`config.mk`:
```
export PLATFORM = sky130hd
export DESIGN_NAME = tmds_period_sched
export DESIGN_NICKNAME = d
export VERILOG_FILES = /design/src/rtl/tmds_period_sched.sv
export SDC_FILE = /design/constraint.sdc
export NUM_CORES = 1
export LEC_CHECK = 0
export BUFFER_PORTS_ARGS = -buffer_cell sky130_fd_sc_hd__buf_2
export CAP_MARGIN = 15
export CORE_ASPECT_RATIO = 1.4
export CORE_UTILIZATION = 55
export CTS_BUF_LIST = sky130_fd_sc_hd__clkbuf_4 sky130_fd_sc_hd__clkbuf_8
export DETAILED_ROUTE_END_ITERATION = 8
export PLACE_DENSITY = 0.72
export SLEW_MARGIN = 20
export SYNTH_ARGS = -nofsm -noshare
export SYNTH_HDL_FRONTEND = slang
export SYNTH_SLANG_ARGS = --single-unit
```
`constraint.sdc`:
```
create_clock -name clk_pix -period 1.4 [get_ports clk_pix]
set_clock_uncertainty 0.1 [all_clocks]
set_input_delay 0.35 -clock clk_pix [delete_from_list [all_inputs] [get_ports clk_pix]]
set_output_delay 0.35 -clock clk_pix [all_outputs]
set_load 0.02 [all_outputs]
```
`src/rtl/tmds_period_sched.sv`:
```
// tmds_period_sched: sequences TMDS link periods (CTRL / PREAMBLE / GUARD /
// VIDEO) for an HDMI output. The pixel/sync stream is delayed by
// L = PRE_LEN + GB_LEN + 1 cycles, and that lookahead is used to place the
// video preamble and leading guard band in the blanking just before each line.
// Build option: define TMDS_PERIOD_SCHED_HDMI_EN for HDMI mode. Without it the
// block runs in DVI mode, where only CTRL/VIDEO are emitted and the latency is
// the same.
module tmds_period_sched #(
  parameter int PRE_LEN = 8,
  parameter int GB_LEN  = 2
) (
  input  logic       clk_pix,
  input  logic       rst_pix_n,
  input  logic       de,
  input  logic       hsync,
  input  logic       vsync,
  input  logic [7:0] red,
  input  logic [7:0] green,
  input  logic [7:0] blue,
  output logic       out_de,
  output logic       out_hsync,
  output logic       out_vsync,
  output logic [7:0] out_red,
  output logic [7:0] out_green,
  output logic [7:0] out_blue,
  output logic [1:0] period,
  output logic [3:0] ctl,
  output logic       err_short_blank
);

  localparam int L = PRE_LEN + GB_LEN + 1;

  typedef enum logic [1:0] {
    P_CTRL  = 2'd0,
    P_PRE   = 2'd1,
    P_GUARD = 2'd2,
    P_VIDEO = 2'd3
  } period_e;

  typedef struct packed {
    logic       de;
    logic       hsync;
    logic       vsync;
    logic [7:0] red;
    logic [7:0] green;
    logic [7:0] blue;
  } px_t;

  px_t     in_px;
  px_t     pipe [L];   // pipe[0] is the newest stage, pipe[L-1] drives the outputs
  period_e period_d;

  assign in_px = '{de: de, hsync: hsync, vsync: vsync,
                   red: red, green: green, blue: blue};

  // Delay line: L stages of the full pixel/sync word.
  // NOTE: this storage is reset on purpose - a stale de=1 left in the line
  // would emit VIDEO after reset, so every stage is cleared.
  always_ff @(posedge clk_pix) begin
    if (!rst_pix_n) begin
      for (int i = 0; i < L; i++) pipe[i] <= '0;
    end else begin
      // NOTE: non-blocking assignments make every stage sample the old value
      // of its neighbour, so the line shifts by exactly one stage per clock.
      pipe[0] <= in_px;
      for (int i = 1; i < L; i++) pipe[i] <= pipe[i-1];
    end
  end

  assign out_de    = pipe[L-1].de;
  assign out_hsync = pipe[L-1].hsync;
  assign out_vsync = pipe[L-1].vsync;
  assign out_red   = pipe[L-1].red;
  assign out_green = pipe[L-1].green;
  assign out_blue  = pipe[L-1].blue;

`ifdef TMDS_PERIOD_SCHED_HDMI_EN

  localparam int MAX_LEN = (PRE_LEN > GB_LEN) ? PRE_LEN : GB_LEN;
  localparam int CW      = $clog2(MAX_LEN) + 1;

  typedef enum logic [1:0] {
    S_CTRL  = 2'd0,
    S_PRE   = 2'd1,
    S_GUARD = 2'd2
  } state_e;

  state_e          state_q, state_d;
  logic [CW-1:0]   cnt_q, cnt_d;
  logic            rise, line_in_flight, accept, refuse;

  // A rising edge of de; pipe[0].de is de delayed by one clock.
  assign rise = de & ~pipe[0].de;

  // Any stage still carrying active video means the blanking is too short.
  always_comb begin
    line_in_flight = 1'b0;
    for (int i = 0; i < L; i++) line_in_flight |= pipe[i].de;
  end

  assign accept = rise && (state_q == S_CTRL) && !line_in_flight;
  assign refuse = rise && !accept;

  // Next-state logic for the preamble/guard sequencer.
  always_comb begin
    // NOTE: defaults first so every path assigns every output - no latches.
    state_d = state_q;
    cnt_d   = cnt_q;
    case (state_q)
      S_CTRL: begin
        if (accept) begin
          state_d = S_PRE;
          cnt_d   = CW'(PRE_LEN - 1);
        end
      end
      S_PRE: begin
        if (cnt_q == '0) begin
          state_d = S_GUARD;
          cnt_d   = CW'(GB_LEN - 1);
        end else begin
          cnt_d = cnt_q - 1'b1;
        end
      end
      S_GUARD: begin
        if (cnt_q == '0) state_d = S_CTRL;
        else             cnt_d   = cnt_q - 1'b1;
      end
      default: state_d = S_CTRL;
    endcase
  end

  // Sequencer state register.
  always_ff @(posedge clk_pix) begin
    if (!rst_pix_n) begin
      state_q <= S_CTRL;
      cnt_q   <= '0;
    end else begin
      state_q <= state_d;
      cnt_q   <= cnt_d;
    end
  end

  // Period selection for the next cycle: video wins, then preamble, then guard.
  always_comb begin
    if (pipe[L-2].de)            period_d = P_VIDEO;
    else if (state_d == S_PRE)   period_d = P_PRE;
    else if (state_d == S_GUARD) period_d = P_GUARD;
    else                         period_d = P_CTRL;
  end

  // Registered period, CTL code and sticky short-blanking flag.
  always_ff @(posedge clk_pix) begin
    if (!rst_pix_n) begin
      period          <= P_CTRL;
      ctl             <= 4'b0000;
      err_short_blank <= 1'b0;
    end else begin
      period          <= period_d;
      ctl             <= (period_d == P_PRE) ? 4'b0001 : 4'b0000;
      err_short_blank <= err_short_blank | refuse;
    end
  end

`else

  // DVI mode: the period simply follows the delayed data enable.
  always_comb begin
    period_d = pipe[L-2].de ? P_VIDEO : P_CTRL;
  end

  // Registered period so the latency matches the HDMI build.
  always_ff @(posedge clk_pix) begin
    if (!rst_pix_n) period <= P_CTRL;
    else            period <= period_d;
  end

  assign ctl             = 4'b0000;
  assign err_short_blank = 1'b0;

`endif

endmodule
```
Word level (Yosys, flattened, before mapping)
Memory sizes are Yosys's and may differ from the RTL's. Index checks and enable logic that the tools add are counted.

Register bits: 2. Memory bits (writable): 297. Input port bits: 29. Output and inout port bits: 34. Logic and storage cells: 27. Memories kept: 1.

Mux-type cells: 14. Bitwise logic cells: 11.

Memories: pipe (depth 11, bits a word 27, read ports 11, clocked after memory_dff 0, wr ports 11, RTL line 50) `px_t pipe [L];`.

Operator list (number): 27-bit two-way mux (11); 1-bit bitwise OR (11); 1-bit two-way mux (2); 2-bit two-way mux (1).

Longest topological paths before layout
Depth after elaboration: 2. Depth in mapped cells: 3. Depth with buffers taken out: 1.

Least setup slack after synthesis
Ideal clock, no wire load.

Kind: register to output. From: register period[0]. To: output period[0]. Data arrival time: 0.617 ns. Data required time: 0.950 ns. Slack: 0.333 ns. Cell stages (with the launch flop): 2. Cells stage by stage: dfxtp_1 buf_4.

RTL lines: from (decl) (RTL line 26) `output logic [1:0] period,`; from (signal assigned) (RTL line 174) `else period <= period_d;`.

No word-level cell between the ends.

Final worst setup path
From: register period[0]. To: output period[0].

No word-level cell between the ends.

==> run metrics <==
clk root buf=clkbuf_8; mean post-synth cell area=12.6 sq um; CP Data Arrival Time=0.97 ns; CTS Buffer Depth=3; # IOs=63; Non-Filler Cell Area, Final=0.00973 sq mm; Worst path slowest cell=dfxtp_2; Synth Area in XOR/XNOR=0%; layout cells sized above 1=20.5%; RSZ-0062 raised after global routing=yes; CP cell instances=buf_4; Yosys cell types=7; global route total overflow=0; CTS sink count=297; Placement Rows=51; Setup Fix Bufs, Post-CTS=0; Hold Crit Class=input pin to flop; leading area contributor after synthesis=dfxtp_1; Worst path top cell family by delay=flip-flops; vias=3,972; simple-gate share of the synthesized area=23.2%; Worst-path clk slew=0.06 ns; Synth Instances=634; Max Clock Freq=704 MHz; Fillers=1,019; LEAKAGE=4.19 nW; crit path max fanout=3; failing checks=setup timing; CORE AREA=0.0140 sq mm; Pwr Density=1550 mW/mm^2; area grow syn2layout=21.4%; # diodes=0; drt total wl=8370 um; Synth Area in Adders=0%; die width=104 um; final worst setup slack=-0.0199 ns; final-report hold violation count=0; Setup crit start kind=flop; Worst VDD drop=0.000849 V; Initial DRT Pass Iterations=3; run status=finished with violations; slowest stage delay, CP=0.32 ns; clock latency on the worst-skew pair=0.49 ns; nature of the critical path endpoint=primary output; fin. max-slew vios=0; Initial Util=57.1%; Chip Height=145 um; largest family of logic cells by synthesized area=simple AND/OR/NAND/NOR gates; Final Cycle Share=101%; Area contributors post-synth=dfxtp_1 74%, and2_1 23%, clkbuf_2 1.4%; total power=15.1 mW; CP bufs+invs=1; Placer Congestion=0.637; H-tree lvl count=2; post-synthesis compound-gate area fraction=0%; flop-to-flop setup slack=0.74 ns; Worst EP required=0.95 ns; number of global-route vias before repair=3,856; pin count of the biggest net entering global routing=56; antenna violations before repair=0; register area share after synthesis=74.2%; # DRC=0; # setup viols final=3; critical path type=flop to primary output; first-pass GRT wire length=15,100 um; Combinational Power Share=2.1%; GRT Util Overall=12.1%; top cell type's share of synthesized area=74.2%; DR iter-0 viols=69; Psw=2.82 mW; DR vias/cell=4.23; hpwl dp=4590 um; final core utilization=69.3%; cts bufs inserted=39; post-synthesis cell area=0.00802 sq mm; commonest non-fill, non-tap cell in the layout=and2_1; wire per inst=8.92 um; die area=0.0151 sq mm; most frequent cells in the layout=297 x and2_1, 270 x dfxtp_1, 50 x clkbuf_8; antenna-violating nets left=0; Switching Share=18.7%; Clk pwr share=41.0%; Internal=12.3 mW; Seq pwr share=57.0%; Max-Cap Viols=0; post-synthesis mux area share=0%; Final min period=1.42 ns; CTS tree=yes; Yosys warning count=0; fin nets=759; placed inst area=0.00847 sq mm; Yosys reg bits=297; Buffers on Ports=57
-- cell families (layout without fill, tap and decap cells) --
kind of cell	count (synthesis)	after routing
buffers and inverters	39	154
DFF	297	297
other	1	5
and+or+nand+nor	297	297
-- cells in the mapped netlist --
master    count
and2_1      297
dfxtp_1     297
clkbuf_2     23
buf_4         7
buf_2         6
clkbuf_1      3
conb_1        1
-- power by group through the flow --
stage                     Combinational, mW  Clock [mW]  Sequential [mW]
final                                 0.311        6.18             8.60
after global routing                  0.354        6.81             8.60
after CTS                             0.318        6.41             8.60
after detailed placement              0.260           0             8.78
after global placement                0.243           0             8.78
after floorplan                       0.188           0             8.78
-- cell type report --
| cell class | count | area (sq um) | share of cell area [%] |
|---|---|---|---|
| Tap cell | 185 | 231 | 2.38 |
| Multi-Input combinational cell | 302 | 1880 | 19.3 |
| Timing Repair Buffer | 90 | 852 | 8.76 |
| Sequential cell | 297 | 5980 | 61.5 |
| Clock inverter | 1 | 5.00 | 0.0514 |
| Clock buffer | 63 | 786 | 8.08 |
-- worst paths after layout --
check | cells past startpoint | end | startpoint
worst max-delay path | 1 | period[0] | period[0]
worst min-delay path | 2 | pipe[10][4] | rst_pix_n
worst max register to register | 1 | pipe[7][4] | pipe[6][4]
worst min register to register | 1 | pipe[6][17] | pipe[5][17]
-- stage by stage --
step                      cells  hold slack, ns  TNS (ns)  worst slack (ns)
after floorplan             638           0.312         0             0.333
after global placement      847           0.313         0             0.301
after detailed placement    847           0.317         0             0.256
after CTS                   938          0.0853    -0.506           -0.0561
after global routing        938           0.106    -0.789           -0.0658
final                       938           0.113   -0.0587           -0.0199
-- layer usage --
metal	wire length (um)	up-vias	GRT usage, %
li1	-	2082	-
met1	3330	1770	11.2
met2	4360	95	23.3
met3	417	25	3.81
met4	255	0	7.07
met5	0	-	0
-- flip-flops by register name, indices dropped and copies added, names as in the netlist --
register  flops
period        1
pipe        296
-- what timing repair did --
action / 4_1_cts / 5_1_grt
pin swaps: 0 / 0
endpoints found under the hold margin: 27 / 0
hold buffers: 27 / 0
setup endpoints to repair: 29 / 29
resized for setup: 82 / 0
No activity file was read; power rests on OpenSTA's default activity.
